--- config.mk ---
export PLATFORM = sky130hd
export DESIGN_NAME = axis_peak_sched
export DESIGN_NICKNAME = d
export VERILOG_FILES = /design/src/rtl/axis_peak_sched_pkg.sv /design/src/rtl/axis_peak_sched_arb_rr.sv /design/src/rtl/axis_peak_sched.sv
export SDC_FILE = /design/constraint.sdc
export NUM_CORES = 1
export LEC_CHECK = 0
export CAP_MARGIN = 20
export CELL_PAD_IN_SITES_DETAIL_PLACEMENT = 1
export CELL_PAD_IN_SITES_GLOBAL_PLACEMENT = 2
export CORE_MARGIN = 4
export CORE_UTILIZATION = 24
export DETAILED_ROUTE_END_ITERATION = 7
export GPL_ROUTABILITY_DRIVEN = 0
export HOLD_SLACK_MARGIN = 0.06
export PLACE_DENSITY_LB_ADDON = 0.1
export SLEW_MARGIN = 0
export SYNTH_ARGS = -nofsm -noshare
export SYNTH_HDL_FRONTEND = slang
export SYNTH_SLANG_ARGS = --single-unit
--- constraint.sdc ---
create_clock -name clk -period 5.8 [get_ports clk]
set_input_delay 1.16 -clock clk [delete_from_list [all_inputs] [get_ports clk]]
set_output_delay 1.16 -clock clk [all_outputs]
set_load 0.02 [all_outputs]
--- src/rtl/axis_peak_sched_pkg.sv ---
// Shared definitions for the peak-detector burst scheduler: header field
// layout (also used by the downstream parser), FSM state encodings and
// width helpers.
package axis_peak_sched_pkg;

  // Header word layout; bits above the sequence field are zero.
  localparam int HDR_TS_LSB  = 0;
  localparam int HDR_TS_W    = 32;
  localparam int HDR_SRC_LSB = 32;
  localparam int HDR_SRC_W   = 8;
  localparam int HDR_SEQ_LSB = 40;
  localparam int HDR_SEQ_W   = 16;

  // Scheduler states.
  typedef enum logic [2:0] {
    IDLE    = 3'd0,
    HEADER  = 3'd1,
    DATA    = 3'd2,
    ABORT   = 3'd3,
    HOLDOFF = 3'd4
  } sched_state_e;

  // Ceiling log2; returns 0 for values of 0 or 1.
  function automatic int func_log2(input int value);
    int r;
    r = 0;
    for (int i = 0; i < 31; i++) begin
      if ((1 << i) < value) r = i + 1;
    end
    return r;
  endfunction

  // Width of an index into n items; never narrower than one bit.
  function automatic int idx_width(input int n);
    return (n > 1) ? func_log2(n) : 1;
  endfunction

endpackage

--- src/rtl/axis_peak_sched_arb_rr.sv ---
// Combinational round-robin arbiter: grants the first requester found at or
// after ptr, wrapping cyclically. Returns the grant one-hot and as an index.
module arb_rr
  import axis_peak_sched_pkg::*;
#(
  parameter int N  = 2,
  parameter int IW = idx_width(N)
) (
  input  logic [N-1:0]  req,
  input  logic [IW-1:0] ptr,
  output logic [N-1:0]  gnt,
  output logic [IW-1:0] idx
);

  int  cand;
  logic found;

  // Scan N positions starting at ptr; the first active request wins.
  always_comb begin
    gnt   = '0;
    idx   = '0;
    found = 1'b0;
    cand  = 0;
    for (int k = 0; k < N; k++) begin
      cand = int'(ptr) + k;
      if (cand >= N) cand = cand - N;
      if (!found && req[cand]) begin
        found     = 1'b1;
        gnt[cand] = 1'b1;
        idx       = IW'(cand);
      end
    end
  end

endmodule

--- src/rtl/axis_peak_sched.sv ---
// Round-robin burst scheduler sharing one AXI-stream master among several
// peak-detector sources. Each granted burst is prefixed with a header word
// (timestamp, source, sequence), followed by a hold-off gap. A source that
// stalls mid-burst is cut off with a single abort beat so it cannot lock
// the shared output.
module axis_peak_sched
  import axis_peak_sched_pkg::*;
#(
  parameter int NUM_SOURCES    = 2,
  parameter int DATA_WIDTH     = 128,
  parameter int HOLDOFF_CYCLES = 64,
  parameter int TIMEOUT_CYCLES = 256
) (
  input  logic                              clk,
  input  logic                              rst_n,
  input  logic [NUM_SOURCES-1:0]            s_axis_tvalid,
  output logic [NUM_SOURCES-1:0]            s_axis_tready,
  input  logic [NUM_SOURCES*DATA_WIDTH-1:0] s_axis_tdata,
  input  logic [NUM_SOURCES-1:0]            s_axis_tlast,
  output logic                              m_axis_tvalid,
  input  logic                              m_axis_tready,
  output logic [DATA_WIDTH-1:0]             m_axis_tdata,
  output logic                              m_axis_tlast,
  output logic                              m_axis_tuser,
  output logic [15:0]                       stat_bursts,
  output logic [15:0]                       stat_aborts
);

  localparam int IDX_W = idx_width(NUM_SOURCES);
  localparam int TO_W  = func_log2(TIMEOUT_CYCLES) + 1;
  localparam int HO_W  = func_log2(HOLDOFF_CYCLES) + 1;

  localparam logic [TO_W-1:0]  TO_LAST  = TO_W'(TIMEOUT_CYCLES - 1);
  localparam logic [HO_W-1:0]  HO_LAST  = HO_W'(HOLDOFF_CYCLES - 1);
  localparam logic [IDX_W-1:0] LAST_IDX = IDX_W'(NUM_SOURCES - 1);

  sched_state_e            state;
  logic [IDX_W-1:0]        rr_ptr;
  logic [IDX_W-1:0]        grant;
  logic [31:0]             ts;
  logic [31:0]             ts_cap;
  logic [15:0]             seq;
  logic [TO_W-1:0]         to_cnt;
  logic [HO_W-1:0]         ho_cnt;

  logic [NUM_SOURCES-1:0]  arb_gnt;
  logic [IDX_W-1:0]        arb_idx;
  logic                    any_req;

  logic                    src_vld;
  logic                    src_last;
  logic [DATA_WIDTH-1:0]   src_data;
  logic                    to_expire;
  logic [IDX_W-1:0]        next_ptr;
  logic [DATA_WIDTH-1:0]   hdr_word;

  arb_rr #(
    .N  (NUM_SOURCES),
    .IW (IDX_W)
  ) u_arb (
    .req (s_axis_tvalid),
    .ptr (rr_ptr),
    .gnt (arb_gnt),
    .idx (arb_idx)
  );

  assign any_req   = |arb_gnt;
  assign src_vld   = s_axis_tvalid[grant];
  assign src_last  = s_axis_tlast[grant];
  assign src_data  = s_axis_tdata[grant*DATA_WIDTH +: DATA_WIDTH];
  // Timeout fires on the cycle the counter sits at its last value with the
  // source still idle; a valid beat on that cycle always wins.
  assign to_expire = !src_vld && (to_cnt == TO_LAST);
  assign next_ptr  = (grant == LAST_IDX) ? '0 : grant + 1'b1;

  // Assemble the header word from the captured grant state.
  always_comb begin
    hdr_word = '0;
    hdr_word[HDR_TS_LSB  +: HDR_TS_W]  = ts_cap;
    hdr_word[HDR_SRC_LSB +: HDR_SRC_W] = HDR_SRC_W'(grant);
    hdr_word[HDR_SEQ_LSB +: HDR_SEQ_W] = seq;
  end

  // Free-running timestamp.
  always_ff @(posedge clk or negedge rst_n) begin
    if (!rst_n) begin
      ts <= '0;
    end else begin
      ts <= ts + 32'd1;
    end
  end

  // Scheduler FSM: arbitration, header, pass-through, abort and hold-off.
  always_ff @(posedge clk or negedge rst_n) begin
    if (!rst_n) begin
      state       <= IDLE;
      rr_ptr      <= '0;
      grant       <= '0;
      ts_cap      <= '0;
      seq         <= '0;
      to_cnt      <= '0;
      ho_cnt      <= '0;
      stat_bursts <= '0;
      stat_aborts <= '0;
    end else begin
      case (state)
        IDLE: begin
          if (any_req) begin
            grant  <= arb_idx;
            ts_cap <= ts;
            state  <= HEADER;
          end
        end
        HEADER: begin
          if (m_axis_tready) begin
            to_cnt <= '0;
            state  <= DATA;
          end
        end
        DATA: begin
          if (src_vld) begin
            to_cnt <= '0;
            if (m_axis_tready && src_last) begin
              stat_bursts <= stat_bursts + 16'd1;
              seq         <= seq + 16'd1;
              rr_ptr      <= next_ptr;
              ho_cnt      <= '0;
              state       <= (HOLDOFF_CYCLES == 0) ? IDLE : HOLDOFF;
            end
          end else if (to_expire) begin
            state <= ABORT;
          end else begin
            to_cnt <= to_cnt + 1'b1;
          end
        end
        ABORT: begin
          if (m_axis_tready) begin
            stat_aborts <= stat_aborts + 16'd1;
            seq         <= seq + 16'd1;
            rr_ptr      <= next_ptr;
            ho_cnt      <= '0;
            state       <= (HOLDOFF_CYCLES == 0) ? IDLE : HOLDOFF;
          end
        end
        HOLDOFF: begin
          if (ho_cnt == HO_LAST) begin
            state <= IDLE;
          end else begin
            ho_cnt <= ho_cnt + 1'b1;
          end
        end
        default: state <= IDLE;
      endcase
    end
  end

  // Output steering; payload passes straight through from the granted source.
  always_comb begin
    s_axis_tready = '0;
    m_axis_tvalid = 1'b0;
    m_axis_tdata  = '0;
    m_axis_tlast  = 1'b0;
    m_axis_tuser  = 1'b0;
    case (state)
      HEADER: begin
        m_axis_tvalid = 1'b1;
        m_axis_tuser  = 1'b1;
        m_axis_tdata  = hdr_word;
      end
      DATA: begin
        m_axis_tvalid        = src_vld;
        m_axis_tdata         = src_data;
        m_axis_tlast         = src_last;
        s_axis_tready[grant] = m_axis_tready && !to_expire;
      end
      ABORT: begin
        m_axis_tvalid = 1'b1;
        m_axis_tlast  = 1'b1;
        m_axis_tuser  = 1'b1;
      end
      default: ;
    endcase
  end

endmodule

=== Yosys cells after proc, flatten, opt, wreduce, memory -nomap -nowiden ===
Index checks and enable logic that the tools add are counted.

* Register bits: 133
* Bits in latches: 0
* Memory bits (writable): 0
* Memory bits (read-only): 0
* Input bits: 263
* Output and inout port bits: 165
* Logic and storage cells: 124
* Memories kept: 0

* Add/subtract/negate cells: 10
* Multipliers: 0
* Div/mod/pow operators: 0
* Magnitude comparators: 8
* Eq/ne operators: 16
* Shifts and indexed selects: 1
* Multiplexer cells: 54
* Bitwise gates (word level): 2
* Reductions and logical operators: 23

{| class="wikitable"
|+ Operator list
! kind !! number
|-
| case mux 128 bit (2 select lines) || 1
|-
| indexed part select 256 x 9 -> 128 bit || 1
|-
| >= comparator 32 x 1 -> 1 bit (second input constant) || 2
|-
| < comparator 32 x 3 -> 1 bit (second input constant) || 2
|-
| 2-to-1 mux 32 bit || 2
|-
| adder 16 x 1 -> 16 bit (second input constant) || 3
|-
| 2-to-1 mux 16 bit || 3
|-
| adder 32 x 1 -> 32 bit (second input constant) || 1
|-
| >= comparator 32 x 3 -> 1 bit (second input constant) || 1
|-
| case mux 16 bit (2 select lines) || 1
|-
| subtractor 32 x 3 -> 32 bit (second input constant) || 1
|-
| 2-to-1 mux 7 bit || 4
|-
| 2-to-1 mux 9 bit || 3
|-
| 2-to-1 mux 1 bit || 21
|-
| 2-to-1 mux 3 bit || 7
|-
| case mux 7 bit (3 select lines) || 1
|-
| case mux 9 bit (2 select lines) || 1
|-
| case mux 3 bit (5 select lines) || 1
|-
| inequality test 2 bit (second input constant) || 7
|-
| adder 9 x 1 -> 9 bit (second input constant) || 1
|-
| equality test 9 x 8 -> 1 bit (second input constant) || 1
|-
| inequality test 3 bit (second input constant) || 3
|-
| adder 7 x 1 -> 7 bit (second input constant) || 1
|-
| equality test 7 x 6 -> 1 bit (second input constant) || 1
|-
| other kinds (25) || 44
|}

=== Logic depth before layout (Yosys ltp) ===
Gate-level depths: netlist of run 1.

* Word-level depth: 12
* Gate-level depth with buffers: 9
* Mapped depth without buffers: 9

=== Modules after synthesis ===
Synthesis of run 1 repeated with hierarchy kept, for this count alone.

* Cell total of the unflattened synthesis: 839
* Area total of the unflattened synthesis: 8115.3 sq um

{| class="wikitable"
|+ Modules (own cells, without submodules)
! module !! instances !! cells an instance !! area each (sq um) !! sequential area each (sq um)
|-
| axis_peak_sched || 1 || 835 || 8085.3 || 3328.2
|-
| arb_rr || 1 || 4 || 30.0 || 0.0
|}

=== Worst setup path before layout of run 1 ===
OpenSTA, ideal clock, no wires.

* Kind: register -> output
* Start: reg to_cnt[0]
* End: out s_axis_tready[0]
* Arrival time: 1.987 ns
* Data required time: 4.640 ns
* Path slack: 2.653 ns
* Stages on the path, launching flop included: 9
* Path buffers: 0
* Path through: dfrtp_1 ha_1 and3_1 and3_1 and3_1 ha_1 a21oi_1 nand2_1 nor2_1

* Longest elaborated chain between the ends: 6

{| class="wikitable"
|+ Ends and longest elaborated chain
! element !! RTL line !! text
|-
| start, declared || axis_peak_sched.sv:43 || <nowiki>logic [TO_W-1:0] to_cnt;</nowiki>
|-
| start signal, assigned || axis_peak_sched.sv:133 || <nowiki>to_cnt <= to_cnt + 1'b1;</nowiki>
|-
| equality test 9 x 8 -> 1 bit || axis_peak_sched.sv:73 || <nowiki>assign to_expire = !src_vld && (to_cnt == TO_LAST);</nowiki>
|-
| logical AND 1 bit || axis_peak_sched.sv:73 ||
|-
| logical NOT 1 bit || axis_peak_sched.sv:174 || <nowiki>s_axis_tready[grant] = m_axis_tready && !to_expire;</nowiki>
|-
| logical AND 1 bit || axis_peak_sched.sv:174 ||
|-
| AND 2 bit (no line) || -- ||
|-
| 2-to-1 mux 2 bit || axis_peak_sched.sv:164 || <nowiki>case (state)</nowiki>
|-
| end, declared || axis_peak_sched.sv:17 || <nowiki>output logic [NUM_SOURCES-1:0] s_axis_tready,</nowiki>
|}

Every way passes these cells.

=== Worst setup path after layout of run 1 ===
* Start: in s_axis_tvalid[1]
* End: out s_axis_tready[0]

* Longest elaborated chain between the ends: 8

{| class="wikitable"
|+ Ends and longest elaborated chain
! element !! RTL line !! text
|-
| start, declared || axis_peak_sched.sv:16 || <nowiki>input logic [NUM_SOURCES-1:0] s_axis_tvalid,</nowiki>
|-
| 2-to-1 mux 1 bit (implied by the code) (2 in a row) || axis_peak_sched.sv:68 || <nowiki>assign src_vld = s_axis_tvalid[grant];</nowiki>
|-
| logical NOT 1 bit || axis_peak_sched.sv:73 ||
|-
| logical AND 1 bit || axis_peak_sched.sv:73 ||
|-
| logical NOT 1 bit || axis_peak_sched.sv:174 ||
|-
| logical AND 1 bit || axis_peak_sched.sv:174 ||
|-
| AND 2 bit (no line) || -- ||
|-
| 2-to-1 mux 2 bit || axis_peak_sched.sv:164 ||
|}

Every way passes these cells. The select of a mux whose other input is x is not followed.

==> impl_metrics.py, run 1 <==
metrics = {
    "sta": {
        "worst_pin_slew_ps": 937.2,
        "rsz0062_at_grt": "false",
        "finalSetupTns_ps": 0,
        "fin_crit_sh_pct": 77.89,
        "finalHoldViolCount": 0,
        "period_needed_ps": 4518,
        "report.final.slew_viol_count": 0,
        "skew_ps": 7.271,
        "relSlewSlack_pct": 36.94,
        "finalSetupViolCount": 0,
        "max_clock_freq_mhz": 221.4,
    },
    "power": {
        "powerDensity_nw_per_um2": 381.1,
        "power_frac_clock_pct": 22.9,
        "power.share.switching_pct": 40.31,
        "leakage_nw": 5.727,
        "p_comb_share_pct": 53.7,
        "p_total_mw": 5.089,
        "ir_drop_v": 0.0002524,
        "power_switching_mw": 2.051,
        "internal_power_mw": 3.037,
        "pwr-share-seq_pct": 23.3,
    },
    "global_routing": {
        "grt_util_all_layers_pct": 17.91,
        "first_global_vias": 8208,
        "grt_antenna_before_repair": 5,
        "grt_overflow": 0,
        "grt_max_degree": 94,
        "grt_pass1_wl_um": 50330,
    },
    "floorplan": {
        "core_area_um2": 32700,
        "dieArea_um2": 36220,
        "initial_core_util_pct": 24.39,
        "fp-row-count": 66,
        "pin_count": 428,
        "chipWidth_um": 190.3,
        "die_y_um": 190.3,
    },
    "clock_network": {
        "tritoncts": "done",
        "path_clk_slew_ps": 60,
        "cts_hold_buffers": 0,
        "cts_resized": 0,
        "cts_root_buffer": "clkbuf_16",
        "cts_sinks": 133,
        "clock_latency_ps": 420,
        "cts_setup_buffers": 0,
        "clock_path_buffers": 2,
        "h-tree-depth": 4,
        "cts_buffers": 17,
    },
    "routing": {
        "ant_nets": 0,
        "routedWlPerCell_um": 19.64,
        "vias": 7740,
        "viasPerCell": 4.510,
        "route.detailed.drc": 0,
        "drt_iter0_drc": 245,
        "dr.pass1.iters": 6,
        "drt_wl_total_um": 33700,
    },
    "setup_path": {
        "cp-startpoint": "s_axis_tvalid[1]",
        "cpMaxStageDelayCell": "clkdlybuf4s50_1",
        "path_class": "in2out",
        "slowest_delay_ps": 620,
        "rr_startpoint": "state[0]$_DFFE_PN0P_",
        "critPathTopFamily": "buffers and inverters",
        "cp-start-kind": "primary input",
        "path_cells": "clkdlybuf4s50_1, mux2i_1, a21oi_1, nand2_1, nor2_1, clkdlybuf4s50_1",
        "cp_num_buf_inv": 2,
        "cp_common_cell": "clkdlybuf4s50_1",
        "endpoint_kind": "primary output",
        "cp.arrival_ps": 3360,
        "cp.required_ps": 4640,
        "worst-path-max-fanout": 7,
    },
    "logic_synthesis": {
        "yosysSeqAreaShare_pct": 41.73,
        "syn-instance-count": 849,
        "syn_nets": 1119,
        "synth_ff_type": "dfrtp_1",
        "ys_top_cells_by_count": "dfrtp_1 (133), mux2i_1 (129), nor2_1 (109)",
        "yosysUniqueCellTypes": 43,
        "synth_top_cell_area_share_pct": 41.73,
        "synth_edf_count": 0,
        "synth-seq-cells": 133,
        "yosysMostFrequentCell": "dfrtp_1",
        "yosys_warnings": 0,
        "yosysTopAreaCell": "dfrtp_1",
        "async_reset_ff_share_pct": 100.0,
        "ys_top_cells_by_area": "dfrtp_1 (42%), mux2i_1 (16%), xnor2_1 (5.5%)",
        "syn_area_um2": 7976,
        "syn_avg_cell_area_um2": 9.395,
    },
    "layout": {
        "n_fill_cell": 3752,
        "fin_nets": 1530,
        "syn_to_final_growth_pct": 67.40,
        "drive_above_1_share_pct": 6.609,
    },
    "outcome": {
        "status": "finished, final reports clean",
    },
    "worst_hold_path": {
        "hold_path_class": "reg2reg",
        "min-delay-start": "ts[31]$_DFF_PN0_",
    },
    "place": {
        "hpwl_um": 26790,
        "io_buffers": 427,
    },
    "run": {
        "maxCapViolations": 0,
    },
}
## cell usage in the layout, fill, tap and decap left out, types with 4 or more instances in the layout
cell type	count
clkdlybuf4s50_1	426
dfrtp_1	132
mux2i_1	129
nor2_1	108
nand2_1	100
o21ai_0	70
xnor2_1	50
nand3_1	40
mux2_2	35
xor2_1	27
and3_1	19
clkbuf_16	17
nand4_1	14
nor3_1	11
inv_1	10
a21oi_1	10
ha_1	7
buf_4	7
bufinv_16	5
and4_1	4
nor3b_1	4
## power groups by stage
stage	Sequential, mW	Clock, mW	Combinational [mW]
floorplan	1.12	0	1.59
global placement	1.20	0	2.78
detailed placement	1.20	0	2.79
CTS	1.19	1.20	2.80
global route	1.21	1.24	2.95
finish	1.19	1.17	2.73
## stage by stage
stage	worst slack, ps	cells	instance area (um2)	hold slack (ps)	util [%]
floorplan	2653	849	7976	436.2	-
global placement	1357	1683	12720	452.2	38.89
detailed placement	1269	1683	12720	460.9	38.89
CTS	1267	1713	13350	469.7	40.81
global route	1132	1714	13350	489.2	40.82
finish	1282	1716	13350	462.6	40.83
## metal layers
| metal | wire, um | GRT usage, % |
|---|---|---|
| met5 | 34 | 0 |
| met3 | 1803 | 4.852 |
| met4 | 331 | 3.011 |
| met1 | 14480 | 23.17 |
| met2 | 17050 | 30.54 |
## state kept, by name, indices dropped and copies added, names as in the netlist
| register | count |
|---|---|
| stat_bursts | 16 |
| rr_ptr | 1 |
| seq | 16 |
| ts_cap | 32 |
| ho_cnt | 7 |
| state | 3 |
| to_cnt | 9 |
| grant | 1 |
| stat_aborts | 16 |
| ts | 32 |
## kinds of logic (layout without fill, tap and decap cells)
logic type                 after synthesis  count (layout)  share of synthesized area [%]
and+or+nand+nor                        322             322                          18.57
muxes                                  164             164                          21.13
other                                    0               3                              0
buffers and inverters                   53             475                          2.635
DFF                                    133             133                          41.73
xor gates and xnor gates                77              77                          8.455
AOI/OAI and AO/OA                       93              93                          6.384
adders and majority gates                7               7                          1.098
## cell type report
cell class	instances	area (um2)	area share [%]
Inverter	10	37.54	0.2811
Antenna cell	3	7.507	0.05622
Timing Repair Buffer	435	4348	32.56
Sequential cell	133	3332	24.95
Tap cell	442	553.0	4.142
Clock buffer	20	446.7	3.345
Clock inverter	10	180.2	1.349
Multi-Input combinational cell	663	4448	33.31
## worst paths after layout
kind,depth (start not counted),endpoint,slack (ps)
worst min-delay path,1,ts[31]$_DFF_PN0_,460
worst min register to register,1,ts[31]$_DFF_PN0_,460
worst max register to register,6,stat_bursts[13]$_DFFE_PN0P_,2710
worst max-delay path,6,s_axis_tready[0],1280
min in group asynchronous,1,stat_bursts[10]$_DFFE_PN0P_,810
max in group asynchronous,2,ho_cnt[4]$_DFFE_PN0P_,3920
## worst register-to-register path: cells and delay by family (launching register included)
kind / cells / cell delay, ps
simple gates: 4 / 1910
flops: 1 / 570
buf+inv: 1 / 360
xor+xnor: 1 / 140
Power figures use the tool's default switching activity.
==> run 2: changes to the inputs <==
--- a/config.mk
+++ b/config.mk
@@ -9,7 +9,7 @@
 export CELL_PAD_IN_SITES_DETAIL_PLACEMENT = 1
 export CELL_PAD_IN_SITES_GLOBAL_PLACEMENT = 2
 export CORE_MARGIN = 4
-export CORE_UTILIZATION = 24
+export CORE_UTILIZATION = 20
 export DETAILED_ROUTE_END_ITERATION = 7
 export GPL_ROUTABILITY_DRIVEN = 0
 export HOLD_SLACK_MARGIN = 0.06
==> constraint.sdc (replaced) <==
create_clock -name clk -period 3.8 [get_ports clk]
set_input_delay 0.76 -clock clk [delete_from_list [all_inputs] [get_ports clk]]
set_output_delay 0.76 -clock clk [all_outputs]
set_load 0.02 [all_outputs]
==> run 2 against run 1 <==
Effect of this change:
- first-iteration DRC count is 0.41% lower
- register-to-register slack worse by 1500 ps
- sequential share of layout area is 0.48 points lower
- clock skew is 3.4 ps higher
- clock-buffer cell count is 2 lower
- hold slack worse by 170 ps
- non-clock buffer count is 18 higher
- global-route usage is 1.7 points lower
- routed wire length is 7.8% higher
- largest power group unchanged
==> impl_metrics.py, run 2 (synthesized netlist as in run 1, its figures left out) <==
metrics = {
    "routing": {
        "drt_iter0_drc": 244,
        "ant_nets": 0,
        "routedWlPerCell_um": 20.05,
        "drt_wl_total_um": 36340,
        "dr.pass1.iters": 4,
        "vias": 7856,
        "viasPerCell": 4.336,
        "route.detailed.drc": 0,
    },
    "global_routing": {
        "first_global_vias": 8218,
        "grt_antenna_before_repair": 9,
        "grt_util_all_layers_pct": 16.20,
        "grt_max_degree": 61,
        "grt_pass1_wl_um": 53980,
        "grt_overflow": 0,
    },
    "layout": {
        "fin_nets": 1548,
        "postLayoutCellArea_um2": 13610,
        "reg_top3": "ts (32), ts_cap (32)",
        "drive_above_1_share_pct": 8.288,
        "syn_to_final_growth_pct": 70.68,
        "final_cells": 1812,
        "multi_input_area_um2": 4452,
        "layout_common_cells": "clkdlybuf4s50_1 (426), dfrtp_1 (132), mux2i_1 (129)",
        "n_fill_cell": 4416,
        "seqCellArea_um2": 3332,
        "layout_commonest_cell": "clkdlybuf4s50_1",
    },
    "floorplan": {
        "die_y_um": 207.7,
        "fp-row-count": 72,
        "pin_count": 428,
        "initial_core_util_pct": 20.45,
        "chipWidth_um": 207.7,
        "dieArea_um2": 43140,
        "core_area_um2": 39010,
    },
    "power": {
        "ir_drop_v": 0.0002606,
        "p_total_mw": 7.914,
        "pwr-share-seq_pct": 22.2,
        "leakage_nw": 5.814,
        "power_switching_mw": 3.282,
        "power.share.switching_pct": 41.46,
        "p_comb_share_pct": 55.9,
        "powerDensity_nw_per_um2": 581.3,
        "internal_power_mw": 4.633,
        "power_frac_clock_pct": 21.9,
    },
    "worst_hold_path": {
        "hold_path_class": "in2async",
    },
    "setup_path": {
        "cp-start-kind": "flop",
        "cp.required_ps": 3040,
        "cp.arrival_ps": 2830,
        "worst-path-max-fanout": 4,
        "endpoint_kind": "primary output",
        "path_class": "reg2out",
    },
    "place": {
        "io_buffers": 427,
        "hpwl_um": 29490,
        "post_dp_cell_area_um2": 12990,
        "placed_cells": 1777,
        "pre_cts_ws_ps": 447.3,
    },
    "clock_network": {
        "clock_path_buffers": 2,
        "tritoncts": "done",
        "cts_root_buffer": "clkbuf_16",
        "cts_sinks": 133,
        "h-tree-depth": 4,
        "cts_buffers": 17,
        "clock_latency_ps": 430,
        "path_clk_slew_ps": 70,
    },
    "sta": {
        "relSlewSlack_pct": 40.04,
        "fin_crit_sh_pct": 94.36,
        "finalHoldViolCount": 0,
        "finalSetupViolCount": 0,
        "worst_pin_slew_ps": 899.4,
        "period_needed_ps": 3586,
        "finalSetupTns_ps": 0,
        "rsz0062_at_grt": "false",
        "skew_ps": 10.66,
        "max_clock_freq_mhz": 278.9,
        "worst_slack_ps": 214.2,
        "report.final.slew_viol_count": 0,
    },
    "outcome": {
        "status": "finished, final reports clean",
    },
    "run": {
        "maxCapViolations": 0,
    },
}
-- run 2: cell count changes in the layout (fill, tap and decap cells not counted), sizes merged --
cell      change
clkinv        +2
bufinv        -2
inv           +2
clkinvlp      +2
clkbuf        -2
buf          +18
-- run 2: area by class of cell --
| cell class | instances | share of cell area (%) |
|---|---|---|
| inverters | 10 | 0.2757 |
| clock inverters | 14 | 1.305 |
| diodes | 3 | 0.05514 |
| flip-flops and latches | 133 | 24.47 |
| multi-input cells | 663 | 32.70 |
| repair buffers | 453 | 33.20 |
| clock buffers | 18 | 3.226 |
| well taps | 518 | 4.761 |
-- run 2: timing repair --
action,CTS,global route
buffers inserted,0,0
hold buffers,0,0
endpoints found under the setup margin,0,2
gates resized for setup,0,1
-- run 2: worst paths after layout --
kind	from	endpoint	slack, ps	cells past startpoint
worst max register to register	to_cnt[0]$_DFFE_PN0P_	seq[14]$_DFFE_PN0P_	1180	11
worst max-delay path	to_cnt[0]$_DFFE_PN0P_	s_axis_tready[1]	210	8
min in group clk	ts[31]$_DFF_PN0_	ts[31]$_DFF_PN0_	470	1
worst min-delay path	rst_n	stat_bursts[13]$_DFFE_PN0P_	300	1
max in group asynchronous	rst_n	seq[5]$_DFFE_PN0P_	2680	2
worst min register to register	ts[31]$_DFF_PN0_	ts[31]$_DFF_PN0_	470	1
-- run 2: power by group through the flow --
stage                     Sequential, mW  Combinational (mW)  Clock [mW]
final                               1.75                4.42        1.74
after global routing                1.78                4.76        1.86
after CTS                           1.76                4.54        1.79
after detailed placement            1.79                4.52           0
after global placement              1.78                4.52           0
after floorplan                     1.71                2.43           0
-- run 2: per-stage QoR --
step                      hold slack [ps]  util (%)
final                               296.2     34.90
after global routing                331.3     34.88
after CTS                           311.7     34.87
after detailed placement            465.9     33.29
after global placement              461.1     33.29
after floorplan                     436.2         -
-- run 2: worst max-delay path: stages, from the launching register on --
cell and delay [ps]:
dfrtp_1 400, ha_1 230, and3_1 180, and3_1 210, and3_1 190, ha_1 220, a21oi_2 190, and3_1 190
clkdlybuf4s50_1 600
-- run 2: per-layer routing --
metal / GRT usage, % / vias up / share of wire [%]
met5: 0 / - / 0.13
met4: 2.129 / 8 / 0.58
met2: 28.97 / 171 / 51
met1: 19.78 / 3844 / 42
met3: 4.912 / 26 / 5.7
li1: - / 3807 / -
